<file path="config.mk">
export PLATFORM = sky130hd
export DESIGN_NAME = mem_wb_stage
export DESIGN_NICKNAME = d
export VERILOG_FILES = /design/src/rtl/mem_wb_stage_pkg.sv /design/src/rtl/mem_wb_stage_load_extend.sv /design/src/rtl/mem_wb_stage.sv
export SDC_FILE = /design/constraint.sdc
export NUM_CORES = 1
export LEC_CHECK = 0
export CAP_MARGIN = 10
export CELL_PAD_IN_SITES_DETAIL_PLACEMENT = 1
export CELL_PAD_IN_SITES_GLOBAL_PLACEMENT = 1
export CORE_MARGIN = 2
export CORE_UTILIZATION = 40
export CTS_CLUSTER_DIAMETER = 200
export DETAILED_ROUTE_END_ITERATION = 12
export MAX_ROUTING_LAYER = met4
export PLACE_DENSITY_LB_ADDON = 0.1
export SLEW_MARGIN = 25
export SYNTH_ARGS = -nofsm -noshare
export SYNTH_HDL_FRONTEND = slang
export SYNTH_HIERARCHICAL = 1
export SYNTH_SLANG_ARGS = --single-unit
</file>
<file path="constraint.sdc">
create_clock -name clock -period 10.8 [get_ports clock]
set_input_delay 3.24 -clock clock [delete_from_list [all_inputs] [get_ports clock]]
set_output_delay 3.24 -clock clock [all_outputs]
set_load 0.03 [all_outputs]
</file>
<file path="src/rtl/mem_wb_stage_pkg.sv">
// mem_wb_stage_pkg: shared pipeline opcodes, EX/MEM and MEM/WB bus types, load funct3 and exception codes
package mem_wb_stage_pkg;
  typedef enum logic [6:0] {
    NOP    = 7'b0000000,
    LW     = 7'b0000011,
    ALUopI = 7'b0010011,
    STORE  = 7'b0100011,
    ALUopR = 7'b0110011,
    BRANCH = 7'b1100011
  } opcode_t;
  typedef struct packed {
    opcode_t     opcode;
    logic [4:0]  rd;
    logic [2:0]  funct3;
    logic [31:0] alu_result;
    logic [31:0] inst;
  } ex_mem_bus_t;
  typedef struct packed {
    opcode_t     opcode;
    logic [4:0]  rd;
    logic [31:0] wb_value;
  } mem_wb_bus_t;
  localparam logic [2:0] F3_LB  = 3'b000;
  localparam logic [2:0] F3_LH  = 3'b001;
  localparam logic [2:0] F3_LW  = 3'b010;
  localparam logic [2:0] F3_LBU = 3'b100;
  localparam logic [2:0] F3_LHU = 3'b101;
  localparam logic [2:0] EXC_NONE        = 3'd0;
  localparam logic [2:0] EXC_LD_MISALIGN = 3'd1;
  localparam logic [2:0] EXC_LD_TIMEOUT  = 3'd2;
  function automatic logic load_misaligned(input logic [2:0] funct3, input logic [1:0] offset);
    return (funct3[1:0] == 2'b01 && offset[0]) || (funct3[1:0] == 2'b10 && offset != 2'b00);
  endfunction
endpackage

</file>
<file path="src/rtl/mem_wb_stage_load_extend.sv">
// load_extend: picks the byte/half at offset from an aligned word and sign- or zero-extends it by funct3
module load_extend
  import mem_wb_stage_pkg::*;
(
  input  logic [2:0]  funct3,
  input  logic [1:0]  offset,
  input  logic [31:0] word,
  output logic [31:0] value
);
  logic [7:0]  b;
  logic [15:0] h;
  always_comb begin
    b = word[{offset, 3'b000} +: 8];
    h = offset[1] ? word[31:16] : word[15:0];
    value = funct3 == F3_LB  ? {{24{b[7]}}, b} :
            funct3 == F3_LBU ? {24'b0, b} :
            funct3 == F3_LH  ? {{16{h[15]}}, h} :
            funct3 == F3_LHU ? {16'b0, h} : word;
  end
endmodule

</file>
<file path="src/rtl/mem_wb_stage.sv">
// mem_wb_stage: MEM/WB stage (clock, reset, ex_mem valid/bus/ready, dmem rsp, flush -> mem_wb_bus_out, excpt_out, excpt_inst_out)
module mem_wb_stage
  import mem_wb_stage_pkg::*;
#(
  parameter int MEM_TIMEOUT = 16,
  parameter int CNT_W       = 5
) (
  input  logic        clock,
  input  logic        reset,
  input  logic        ex_mem_valid,
  input  ex_mem_bus_t ex_mem_bus_in,
  output logic        ex_mem_ready,
  input  logic        dmem_rsp_valid,
  input  logic [31:0] dmem_rsp_data,
  input  logic        flush,
  output mem_wb_bus_t mem_wb_bus_out,
  output logic [2:0]  excpt_out,
  output logic [31:0] excpt_inst_out
);
  typedef enum logic {IDLE, WAIT_LOAD} state_t;
  state_t           state;
  logic [CNT_W-1:0] cnt;
  logic [4:0]       p_rd;
  logic [2:0]       p_f3;
  logic [1:0]       p_off;
  logic [31:0]      p_inst;
  logic [31:0]      ext;
  assign ex_mem_ready = state == IDLE;
  load_extend u_ext (
    .funct3(p_f3),
    .offset(p_off),
    .word  (dmem_rsp_data),
    .value (ext)
  );
  always_ff @(posedge clock or posedge reset) begin
    if (reset) begin
      state          <= IDLE;
      cnt            <= '0;
      p_rd           <= '0;
      p_f3           <= '0;
      p_off          <= '0;
      p_inst         <= '0;
      mem_wb_bus_out <= '{opcode: NOP, rd: '0, wb_value: '0};
      excpt_out      <= EXC_NONE;
      excpt_inst_out <= '0;
    end else begin
      mem_wb_bus_out <= '{opcode: NOP, rd: '0, wb_value: '0};
      excpt_out      <= EXC_NONE;
      if (flush) begin
        state <= IDLE;
      end else if (state == WAIT_LOAD) begin
        if (dmem_rsp_valid) begin
          mem_wb_bus_out <= '{opcode: LW, rd: p_rd, wb_value: ext};
          state          <= IDLE;
        end else if (cnt == CNT_W'(MEM_TIMEOUT - 1)) begin
          excpt_out      <= EXC_LD_TIMEOUT;
          excpt_inst_out <= p_inst;
          state          <= IDLE;
        end else begin
          cnt <= cnt + 1'b1;
        end
      end else if (ex_mem_valid) begin
        if (ex_mem_bus_in.opcode == ALUopR || ex_mem_bus_in.opcode == ALUopI) begin
          mem_wb_bus_out <= '{opcode: ex_mem_bus_in.opcode, rd: ex_mem_bus_in.rd, wb_value: ex_mem_bus_in.alu_result};
        end else if (ex_mem_bus_in.opcode == LW) begin
          if (load_misaligned(ex_mem_bus_in.funct3, ex_mem_bus_in.alu_result[1:0])) begin
            excpt_out      <= EXC_LD_MISALIGN;
            excpt_inst_out <= ex_mem_bus_in.inst;
          end else begin
            p_rd   <= ex_mem_bus_in.rd;
            p_f3   <= ex_mem_bus_in.funct3;
            p_off  <= ex_mem_bus_in.alu_result[1:0];
            p_inst <= ex_mem_bus_in.inst;
            cnt    <= '0;
            state  <= WAIT_LOAD;
          end
        end
      end
    end
  end
endmodule

</file>
### Word-level counts from Yosys, hierarchy flattened

Index checks and enable logic that the tools add are counted.

| cells by class | value |
|---|---|
| bitwise operators | 4 |
| multiplexer cells | 40 |
| reduce and logical (&&, ||, !) cells | 12 |
| add/subtract/negate cells | 1 |
| equal/unequal tests | 14 |
| shift operators | 1 |

Operator list:

| cell | count |
|---|---|
| 32-bit two-way mux | 11 |
| 44-bit two-way mux | 4 |
| 39-bit two-way mux | 1 |
| 5-bit two-way mux | 7 |
| 32-bit by 6-bit variable part select with 8-bit output | 1 |
| 16-bit two-way mux | 1 |
| 7-bit AND reduction | 2 |
| 1-bit two-way mux | 12 |
| 2-bit != test, second input constant | 4 |
| 2-bit nonzero test | 4 |
| 7-bit by 2-bit == test with 1-bit output, second input constant | 1 |
| 7-bit by 5-bit == test with 1-bit output, second input constant | 1 |
| 7-bit by 6-bit == test with 1-bit output, second input constant | 1 |
| 3-bit == test, second input constant | 2 |
| 3-bit two-way mux | 2 |
| 6-bit AND reduction | 1 |
| 5-bit by 1-bit adder with 5-bit output, second input constant | 1 |
| 5-bit by 4-bit == test with 1-bit output, second input constant | 1 |
| 2-bit two-way mux | 2 |
| 1-bit inverter | 4 |
| 3-bit by 1-bit == test with 1-bit output, second input constant | 1 |
| 3-bit logical NOT | 1 |
| 2-bit by 1-bit == test with 1-bit output, second input constant | 1 |
| 2-bit == test, second input constant | 1 |
| other kinds (3) | 5 |

| word-level totals | value |
|---|---|
| register bits | 127 |
| output and inout port bits | 80 |

### Depth between registers and ports, before layout

Gate-level depths: netlist of run 1.

| logic depth | value |
|---|---|
| depth after elaboration | 9 |
| mapped depth | 9 |

### Cells and area by module

Netlist of run 1, hierarchy kept.

By module, submodules not included:

| module | area each (sq um) | cells each | times used |
|---|---|---|---|
| mem_wb_stage | 5266.3 | 342 | 1 |
| load_extend | 930.9 | 127 | 1 |

### Least setup slack after synthesis of run 1

Ideal clock, no wire load.

| timing | value |
|---|---|
| path type | input-to-reg |
| start point | input dmem_rsp_valid |
| end point | register excpt_inst_out[0] |
| buffers on the path | 2 |
| path slack | 5.982 ns |
| stages | 7 |
| arrival | 4.693 ns |
| cell sequence | nand2b_1 -> and2_1 -> a311oi_2 -> nor2b_1 -> buf_4 -> buf_12 -> mux2_4 |

| between the ends | value |
|---|---|
| cells in the longest elaborated chain, start to end | 2 |

RTL lines:

| item | line | RTL |
|---|---|---|
| start, declared | mem_wb_stage.sv:13 | `input logic dmem_rsp_valid,` |
| 2-bit != test (no line) | n/a |  |
| 7-bit AND reduction (no line) | n/a |  |
| end signal, assigned | mem_wb_stage.sv:57 | `excpt_inst_out <= p_inst;` |
| end signal, assigned | mem_wb_stage.sv:68 | `excpt_inst_out <= ex_mem_bus_in.inst;` |
| end, declared | mem_wb_stage.sv:18 | `output logic [31:0] excpt_inst_out` |

Every way passes these cells.
A chain may end at the register's enable or synchronous reset.

### Final worst setup path of run 1

| timing | value |
|---|---|
| start point | input flush |
| end point | register excpt_inst_out[29] |

| between the ends | value |
|---|---|
| cells in the longest elaborated chain, start to end | 2 |

RTL lines:

| item | line | RTL |
|---|---|---|
| start, declared | mem_wb_stage.sv:15 | `input logic flush,` |
| 1-bit inverter (no line) | n/a |  |
| 7-bit AND reduction (no line) | n/a |  |

Every way passes these cells.

==> results.sh, run 1 <==
export IMPL_outcome="complete, no violations"
export IMPL_grt_pass1_wl_um=27900
export IMPL_cts_buffers=17
export IMPL_io_buffers=194
export IMPL_synth_cell_type_count=46
export IMPL_setup_tns_ns=0
export IMPL_h_tree_depth=4
export IMPL_rr_startpoint="state"
export IMPL_grt_max_degree=76
export IMPL_vias_per_cell=5.45
export IMPL_num_vias=4646
export IMPL_synth_seq_cells=126
export IMPL_grt_util_all_layers_pct=23.1
export IMPL_finClkSkew_ns=0.0117
export IMPL_relSlewSlack_pct=34.2
export IMPL_num_antenna_cells=0
export IMPL_final_cell_mix="clkdlybuf4s50_1 (194), dfrtp_1 (125), mux2_2 (86), a22o_1 (44), mux2_4 (30)"
export IMPL_area_growth_pct=42.5
export IMPL_criticalPathCategory="in -> reg"
export IMPL_grt_pass1_vias=4988
export IMPL_setup_ws_ns=5.03
export IMPL_period_needed_ns=5.77
export IMPL_cts_hold_buffers=0
export IMPL_power_density_nw_per_um2=138
export IMPL_start_kind="input pin"
export IMPL_ys_seq_area_share_pct=50.9
export IMPL_place_congestion=0.807
export IMPL_first_pass_iters=5
export IMPL_antenna_left=0
export IMPL_fillCellCount=1488
export IMPL_synth_avg_cell_area_um2=13.2
export IMPL_syn_area_um2=6200
export IMPL_insertion_delay_ns=0.42
export IMPL_cellLeakagePower_nw=3.98
export IMPL_die_x_um=128
export IMPL_cts_tree="yes"
export IMPL_maxCapViolCount=0
export IMPL_antenna_found_initial=0
export IMPL_routed_wl_um=17600
export IMPL_synth_warnings=6
export IMPL_ctsResizeCount=0
export IMPL_hold_ws_ns=0.492
export IMPL_peakVddDrop_mv=0.102
export IMPL_chipHeight_um=128
export IMPL_wl_per_cell_um=20.7
export IMPL_final_setup_viol_count=0
export IMPL_drt_iter0_markers=219
export IMPL_grt_ovfl_total=0
export IMPL_fin_crit_sh_pct=53.5
export IMPL_critPathCaptureType="flip-flop"
export IMPL_post_cts_buffers=0
export IMPL_rsz0062_at_grt="no"
export IMPL_hp_class="reg -> reg"
export IMPL_clk_pin_slew_ns=0.06
export IMPL_cp_max_fo=21
export IMPL_dieArea_um2=16500
export IMPL_dp_hpwl_um=12400
export IMPL_rows=45
export IMPL_cts_sinks=126
export IMPL_arrival_ns=6.07
export IMPL_critPathRequiredTime_ns=11.09
export IMPL_fin_nets=769
export IMPL_min_from="p_rd[1]"
export IMPL_maxSlewViolCount=0
export IMPL_start_util_pct=40.9
export IMPL_cts_root_buf="clkbuf_16"
export IMPL_max_clock_freq_ghz=0.173
export IMPL_io_pins=196
export IMPL_drc=0
export IMPL_final_common_cell="clkdlybuf4s50_1"
export IMPL_core_um2=15100
export IMPL_syn_instance_count=469
export IMPL_place_ws_ns=4.60
export IMPL_drive_gt1_share_pct=26.4
export IMPL_cp_startpoint="flush"
export IMPL_cts_buffer_depth=2
export IMPL_hold_viol=0
export IMPL_worstMarginPinSlew_ns=0.984
[logic make-up after synthesis]
kind of cell / Yosys count / synth area share [%]
fa+ha+maj: 2 / 0.404
buf+inv: 46 / 4.24
compound gates: 78 / 11.0
xor+xnor: 1 / 0.141
flops: 126 / 50.9
simple gates: 97 / 9.85
other cells: 1 / 0.0605
mux: 118 / 23.4
[path summary, 6_finish.rpt]
kind,endpoint,slack (ns),depth (start not counted)
max,excpt_inst_out[29],5.03,7
min,mem_wb_bus_out[33],0.49,1
max reg2reg,excpt_inst_out[29],7.62,7
min reg2reg,mem_wb_bus_out[33],0.49,1
max in group asynchronous,p_off[1],6.34,3
min in group asynchronous,p_inst[22],3.27,2
[Yosys cell counts, drive strengths merged]
cell type,number,area [um^2]
clkinv,1,3.75
nand3b,9,67.6
nor3,8,45.0
nand2,22,82.6
and2,4,25.0
a31oi,8,50.1
or4,1,7.51
or4b,7,70.1
and3b,1,8.76
o2bb2ai,1,8.76
nor2,4,15.0
mux4,1,22.5
or3b,1,8.76
nand4,1,6.26
a21o,3,22.5
mux2i,1,10.0
nand2b,2,12.5
nor4,2,12.5
ha,2,25.0
buf,19,161
o31ai,1,7.51
nand3,24,170
nor3b,2,20.0
nor2b,3,18.8
a221o,17,170
xor2,1,8.76
mux2,116,1420
o21ai,1,5.00
conb,1,3.75
clkbuf,21,78.8
or2,2,12.5
inv,5,18.8
dfrtp,126,3150
a2bb2oi,1,8.76
a311oi,1,15.0
and3,3,18.8
a211o,1,8.76
a22o,44,385
and4,1,8.76
[power breakdown]
group	switching (W)	internal, W
logic	0.0000603	0.0000765
registers	0.00000848	0.000482
clock network	0.000215	0.000377
total	0.000284	0.000936
[registers in the layout, indices dropped and copies added (netlist names)]
signal,cells
p_rd,5
p_inst,32
mem_wb_bus_out,44
cnt,5
p_f3,3
excpt_out,2
p_off,2
state,1
excpt_inst_out,32
[worst max-delay path, stage by stage]
cell and delay [ns]:
clkdlybuf4s50_1 0.49, nor3_2 0.32, a31oi_1 0.14, a311oi_2 0.46
nor2b_4 0.57, buf_4 0.46, mux2_2 0.38
[cell type report]
cell class | count | area, um^2 | share of cell area [%]
sequential | 126 | 3150 | 35.7
clock inverter | 12 | 159 | 1.80
inverter | 6 | 25.0 | 0.283
tap | 188 | 235 | 2.66
multi-input combinational | 300 | 2810 | 31.8
clock buffer | 20 | 457 | 5.17
timing repair buffer | 200 | 1990 | 22.5
[stage by stage]
stage / instance area [um^2] / power (W) / std cells / util [%]
2_1_floorplan: 6210 / 0.000563 / 472 / -
3_3_place_gp: 8210 / 0.000632 / 820 / 54.2
3_5_place_dp: 8210 / 0.000637 / 820 / 54.2
4_1_cts: 8830 / 0.00124 / 852 / 58.3
5_1_grt: 8830 / 0.00127 / 852 / 58.3
6_report: 8830 / 0.00122 / 852 / 58.3
[routing by layer]
metal  global-route usage, %  up-vias  routed length, um
met5                       -        -                  0
met4                    5.75        0                221
met3                    7.11       14               1050
met2                    37.2      144               8760
met1                    28.4     2369               7570
li1                        -     2119                  -
No activity file was read; power rests on OpenSTA's default activity.
==> run 2: changes to the inputs <==
--- a/config.mk
+++ b/config.mk
@@ -9,7 +9,7 @@
 export CELL_PAD_IN_SITES_DETAIL_PLACEMENT = 1
 export CELL_PAD_IN_SITES_GLOBAL_PLACEMENT = 1
 export CORE_MARGIN = 2
-export CORE_UTILIZATION = 40
+export CORE_UTILIZATION = 37
 export CTS_CLUSTER_DIAMETER = 200
 export DETAILED_ROUTE_END_ITERATION = 12
 export MAX_ROUTING_LAYER = met4
==> constraint.sdc (replaced) <==
create_clock -name clock -period 6.01 [get_ports clock]
set_input_delay 1.803 -clock clock [delete_from_list [all_inputs] [get_ports clock]]
set_output_delay 1.803 -clock clock [all_outputs]
set_load 0.03 [all_outputs]
==> run 2 against run 1 <==
Net effect:
- non-clock buffer count increased by 3
- setup slack lost 3.2 ns
- clock power grew 72%
- highest routed layer unchanged
==> results.sh, run 2 (synthesis results as in run 1) <==
export IMPL_setup_tns_ns=0
export IMPL_grt_pass1_wl_um=29300
export IMPL_antenna_left=0
export IMPL_cts_buffers=17
export IMPL_hold_ws_ns=0.497
export IMPL_arrival_ns=4.51
export IMPL_io_buffers=194
export IMPL_relSlewSlack_pct=37.3
export IMPL_drive_gt1_share_pct=26.8
export IMPL_critPathRequiredTime_ns=6.31
export IMPL_vias_per_cell=5.23
export IMPL_period_needed_ns=4.21
export IMPL_cts_buffer_depth=2
export IMPL_grt_util_all_layers_pct=22.1
export IMPL_rrSetupSlack_ns=2.99
export IMPL_p_seq_share_pct=41.0
export IMPL_cpPeakStageDelay_ns=0.60
export IMPL_hp_class="reg -> reg"
export IMPL_p_int_w=0.00162
export IMPL_start_util_pct=37.6
export IMPL_grt_ovfl_total=0
export IMPL_final_area_um2=8870
export IMPL_final_common_cell="clkdlybuf4s50_1"
export IMPL_rr_startpoint="state"
export IMPL_grt_pass1_vias=5223
export IMPL_routed_wl_um=18400
export IMPL_cellLeakagePower_nw=3.97
export IMPL_dieArea_um2=17800
export IMPL_final_cell_mix="clkdlybuf4s50_1 (194), dfrtp_1 (125), mux2_2 (86), a22o_1 (44), mux2_4 (30)"
export IMPL_fin_nets=772
export IMPL_rsz0062_at_grt="no"
export IMPL_core_um2=16500
export IMPL_grt_max_degree=81
export IMPL_post_cts_buffers=0
export IMPL_num_vias=4646
export IMPL_cp_slowest_cell="nor2b_4"
export IMPL_cts_sinks=126
export IMPL_final_util_pct=53.9
export IMPL_crit_buf_inv=2
export IMPL_insertion_delay_ns=0.42
export IMPL_clk_pin_slew_ns=0.06
export IMPL_hold_path_endpoint="mem_wb_bus_out[32]"
export IMPL_worstMarginPinSlew_ns=0.941
export IMPL_cts_hold_buffers=0
export IMPL_chipHeight_um=133
export IMPL_drc=0
export IMPL_antenna_found_initial=1
export IMPL_final_setup_viol_count=0
export IMPL_ctsResizeCount=0
export IMPL_cts_root_buf="clkbuf_16"
export IMPL_finClkSkew_ns=0.0201
export IMPL_wl_per_cell_um=20.7
export IMPL_peakVddDrop_mv=0.187
export IMPL_io_pins=196
export IMPL_top_register="mem_wb_bus_out"
export IMPL_outcome="complete, no violations"
export IMPL_critical_path_top_delay_family="simple AND/OR/NAND/NOR gates"
export IMPL_largest_register_ffs=44
export IMPL_r2r_cells=7
export IMPL_fin_crit_sh_pct=70.1
export IMPL_min_from="p_rd[0]"
export IMPL_critPathCaptureType="flip-flop"
export IMPL_rows=47
export IMPL_start_kind="input pin"
export IMPL_dp_hpwl_um=12900
export IMPL_area_growth_pct=43.1
export IMPL_hold_viol=0
export IMPL_max_clock_freq_ghz=0.237
export IMPL_criticalPathCategory="in -> reg"
export IMPL_r2r_end="excpt_inst_out[21]"
export IMPL_cts_tree="yes"
export IMPL_power_density_nw_per_um2=243
export IMPL_place_congestion=0.796
export IMPL_maxSlewViolCount=0
export IMPL_placed_area_um2=8270
export IMPL_maxCapViolCount=0
export IMPL_top_regs="mem_wb_bus_out (44), excpt_inst_out (32), p_inst (32)"
export IMPL_total_power_w=0.00215
export IMPL_p_clk_share_pct=47.5
export IMPL_min_path_cells=1
export IMPL_cp_max_fo=14
export IMPL_path_cells="clkdlybuf4s50_1 > nor3_2 > a31oi_1 > a311oi_2 > nor2b_4 > buf_4 > mux2_4"
export IMPL_h_tree_depth=4
export IMPL_p_comb_share_pct=11.5
export IMPL_drt_iter0_markers=166
export IMPL_p_switching_w=0.000532
export IMPL_first_pass_iters=4
export IMPL_p_sw_share_pct=24.7
export IMPL_die_x_um=133
-- run 2: changes by cell type in the layout (fill, tap and decap cells not counted), sizes merged --
cell,delta
diode,+1
inv,+1
buf,+3
clkbuf,-3
clkinvlp,+1
bufinv,-1
clkinv,+2
-- run 2: worst max path at each step --
stage | from | end | slack [ns] | cells past startpoint
3_5_place_dp | flush | excpt_inst_out[3] | 1.39 | 7
3_3_place_gp | flush | excpt_inst_out[2] | 1.51 | 7
6_report | flush | excpt_inst_out[21] | 1.80 | 7
4_1_cts | flush | excpt_inst_out[21] | 1.84 | 7
2_1_floorplan | reset | cnt[0] | 0.85 | 1
5_1_grt | flush | excpt_inst_out[4] | 1.70 | 7
-- run 2: layer usage --
metal	vias to the layer above	track usage, %	wire length (um)	share of wire [%]
met1	2378	25.6	7700	42
met2	128	36.7	9380	51
li1	2128	-	-	-
met4	0	6.44	209	1.1
met5	-	-	0	0
met3	12	7.23	1110	6.0
-- run 2: worst reg2reg max path: stages, from the launching register on --
cell and delay, ns:
dfrtp_1 0.34, buf_4 0.44, nand2b_1 0.16, and2_1 0.20, a311oi_2 0.48, nor2b_4 0.60
buf_4 0.35, mux2_4 0.33
-- run 2: per-stage QoR --
step,setup slack [ns],cells
after floorplan,0.851,472
after global placement,1.51,855
after detailed placement,1.39,855
after CTS,1.84,887
after global routing,1.70,888
final,1.80,888
-- run 2: power by group through the flow --
| stage | clock network [W] | registers (W) | logic [W] |
|---|---|---|---|
| finish | 0.00102 | 0.000882 | 0.000247 |
| global route | 0.00109 | 0.000884 | 0.000267 |
| CTS | 0.00105 | 0.000881 | 0.000250 |
| detailed placement | 0 | 0.000896 | 0.000248 |
| global placement | 0 | 0.000895 | 0.000242 |
| floorplan | 0 | 0.000904 | 0.000108 |
-- run 2: cell type report --
type,instances,area (um^2)
tap,220,275
antenna,1,2.50
timing repair buffer,203,2010
multi-input combinational,300,2810
sequential,126,3150
clock inverter,15,163
inverter,6,27.5
fill,1651,7600
clock buffer,17,425
==> run 3: changes to the inputs <==
--- a/config.mk
+++ b/config.mk
@@ -9,7 +9,7 @@
 export CELL_PAD_IN_SITES_DETAIL_PLACEMENT = 1
 export CELL_PAD_IN_SITES_GLOBAL_PLACEMENT = 1
 export CORE_MARGIN = 2
-export CORE_UTILIZATION = 37
+export CORE_UTILIZATION = 33
 export CTS_CLUSTER_DIAMETER = 200
 export DETAILED_ROUTE_END_ITERATION = 12
 export MAX_ROUTING_LAYER = met4
==> constraint.sdc (replaced) <==
create_clock -name clock -period 3.4 [get_ports clock]
set_input_delay 1.02 -clock clock [delete_from_list [all_inputs] [get_ports clock]]
set_output_delay 1.02 -clock clock [all_outputs]
set_load 0.03 [all_outputs]
==> run 3 against run 2 <==
Net effect:
- global-route usage fell by 2.6 points
- worst hold slack worse by 0.0037 ns
- flip-flop and latch count unchanged
- die area grew 12%
- clock skew shrank 0.012 ns
- critical endpoint is now ex_mem_ready
- count of clock-buffer cells in the layout grew 1
- non-clock buffer count rose by 7
- critical path type is now reg -> out
- register-to-register slack worse by 1.8 ns
==> results.sh, run 3 (synthesis results as in run 1) <==
export IMPL_outcome="complete, no violations"
export IMPL_io_buffers=194
export IMPL_chipHeight_um=141
export IMPL_grt_max_degree=69
export IMPL_antenna_found_initial=1
export IMPL_p_comb_share_pct=11.3
export IMPL_h_tree_depth=4
export IMPL_finClkSkew_ns=0.00856
export IMPL_core_um2=18600
export IMPL_cts_root_buf="clkbuf_16"
export IMPL_setup_tns_ns=0
export IMPL_dp_hpwl_um=13000
export IMPL_grt_pass1_vias=5196
export IMPL_crit_buf_inv=2
export IMPL_peakVddDrop_mv=0.338
export IMPL_period_needed_ns=3.03
export IMPL_cts_hold_buffers=0
export IMPL_start_util_pct=33.4
export IMPL_final_setup_viol_count=0
export IMPL_cts_buffer_depth=2
export IMPL_routed_wl_um=18100
export IMPL_p_sw_share_pct=24.2
export IMPL_drc=0
export IMPL_dieArea_um2=19900
export IMPL_cp_startpoint="state"
export IMPL_area_growth_pct=45.5
export IMPL_p_int_w=0.00297
export IMPL_instances_no_fill=909
export IMPL_cp_slowest_cell="clkdlybuf4s50_1"
export IMPL_cts_buffers=17
export IMPL_max_clock_freq_ghz=0.330
export IMPL_endpoint="ex_mem_ready"
export IMPL_path_cells="clkinv_1 > clkdlybuf4s50_1"
export IMPL_final_common_cell="clkdlybuf4s50_1"
export IMPL_criticalPathCategory="reg -> out"
export IMPL_top_regs="mem_wb_bus_out (44), excpt_inst_out (32), p_inst (32)"
export IMPL_drt_iter0_markers=173
export IMPL_wl_per_cell_um=20.0
export IMPL_final_cell_mix="clkdlybuf4s50_1 (194), dfrtp_1 (126), mux2_2 (86), a22o_1 (44), mux2_4 (30)"
export IMPL_drive_gt1_share_pct=27.4
export IMPL_io_pins=196
export IMPL_fin_crit_sh_pct=89.1
export IMPL_ctsResizeCount=0
export IMPL_path_depth=2
export IMPL_place_inst=876
export IMPL_hp_class="reg -> reg"
export IMPL_clk_pin_slew_ns=0.06
export IMPL_grt_ovfl_total=0
export IMPL_p_switching_w=0.000949
export IMPL_cpPeakStageDelay_ns=0.68
export IMPL_rrSetupSlack_ns=1.19
export IMPL_p_seq_share_pct=39.8
export IMPL_r2r_end="mem_wb_bus_out[4]"
export IMPL_hold_viol=0
export IMPL_insertion_delay_ns=0.42
export IMPL_vias_per_cell=5.13
export IMPL_grt_pass1_wl_um=29100
export IMPL_antenna_left=0
export IMPL_first_pass_iters=4
export IMPL_rsz0062_at_grt="no"
export IMPL_largest_register_ffs=44
export IMPL_maxSlewViolCount=0
export IMPL_relSlewSlack_pct=38.4
export IMPL_p_clk_share_pct=48.9
export IMPL_maxCapViolCount=0
export IMPL_post_cts_buffers=0
export IMPL_rows=50
export IMPL_place_congestion=0.833
export IMPL_arrival_ns=2.01
export IMPL_worstMarginPinSlew_ns=0.925
export IMPL_cts_tree="yes"
export IMPL_critical_path_top_delay_family="buffers and inverters"
export IMPL_grt_util_all_layers_pct=19.5
export IMPL_power_density_nw_per_um2=434
export IMPL_num_vias=4665
export IMPL_top_register="mem_wb_bus_out"
export IMPL_cp_max_fo=10
export IMPL_rr_startpoint="p_off[1]"
export IMPL_die_x_um=141
export IMPL_cellLeakagePower_nw=4.04
export IMPL_cts_sinks=126
export IMPL_critPathCaptureType="output port"
export IMPL_fin_nets=779
export IMPL_critPathRequiredTime_ns=2.38
export IMPL_start_kind="flip-flop"
export IMPL_r2r_cells=4
[run 3: cell type report]
type                       instances  area, um^2
fill                            1916        9560
sequential                       126        3150
multi-input combinational        300        2810
timing repair buffer             210        2110
clock buffer                      18         439
tap                              234         293
clock inverter                    14         183
inverter                           6        26.3
antenna                            1        2.50
[run 3: power by group through the flow]
stage	Sequential (W)	Combinational [W]	Clock, W
6_report	0.00156	0.000442	0.00192
2_1_floorplan	0.00160	0.000191	0
5_1_grt	0.00156	0.000479	0.00205
3_3_place_gp	0.00158	0.000436	0
4_1_cts	0.00156	0.000449	0.00198
3_5_place_dp	0.00159	0.000447	0
[run 3: worst min path at each step]
| stage | start | end | slack [ns] | depth (start not counted) |
|---|---|---|---|---|
| floorplan | p_rd[0] | mem_wb_bus_out[32] | 0.46 | 1 |
| global placement | p_rd[1] | mem_wb_bus_out[33] | 0.47 | 1 |
| detailed placement | p_rd[4] | mem_wb_bus_out[36] | 0.48 | 1 |
| CTS | p_rd[4] | mem_wb_bus_out[36] | 0.50 | 1 |
| global route | p_inst[0] | p_inst[0] | 0.52 | 1 |
| finish | p_rd[4] | mem_wb_bus_out[36] | 0.49 | 1 |
[run 3: per-stage QoR]
stage,hold slack (ns),power [W],utilization [%],area [um^2],setup slack [ns]
after floorplan,0.460,0.00179,-,6210,0.802
after global placement,0.471,0.00202,45.2,8400,0.275
after detailed placement,0.482,0.00203,45.2,8400,0.243
after CTS,0.497,0.00399,48.5,9020,0.334
after global routing,0.523,0.00409,48.5,9020,0.275
final,0.493,0.00392,48.5,9020,0.371
[run 3: worst reg2reg max path, delay by kind of cell, from the launching register on]
kind | cells | cell delay (ns)
DFF | 1 | 0.79
AOI/OAI and AO/OA | 3 | 1.00
buffers and inverters | 1 | 0.32
[run 3: metal layers]
layer  vias up  track usage, %  routed length, um
met5         -               -                  0
met4         0            6.05                278
met3        18            4.76                919
met2       133            32.2               9070
met1      2373            23.7               7860
li1       2141               -                  -
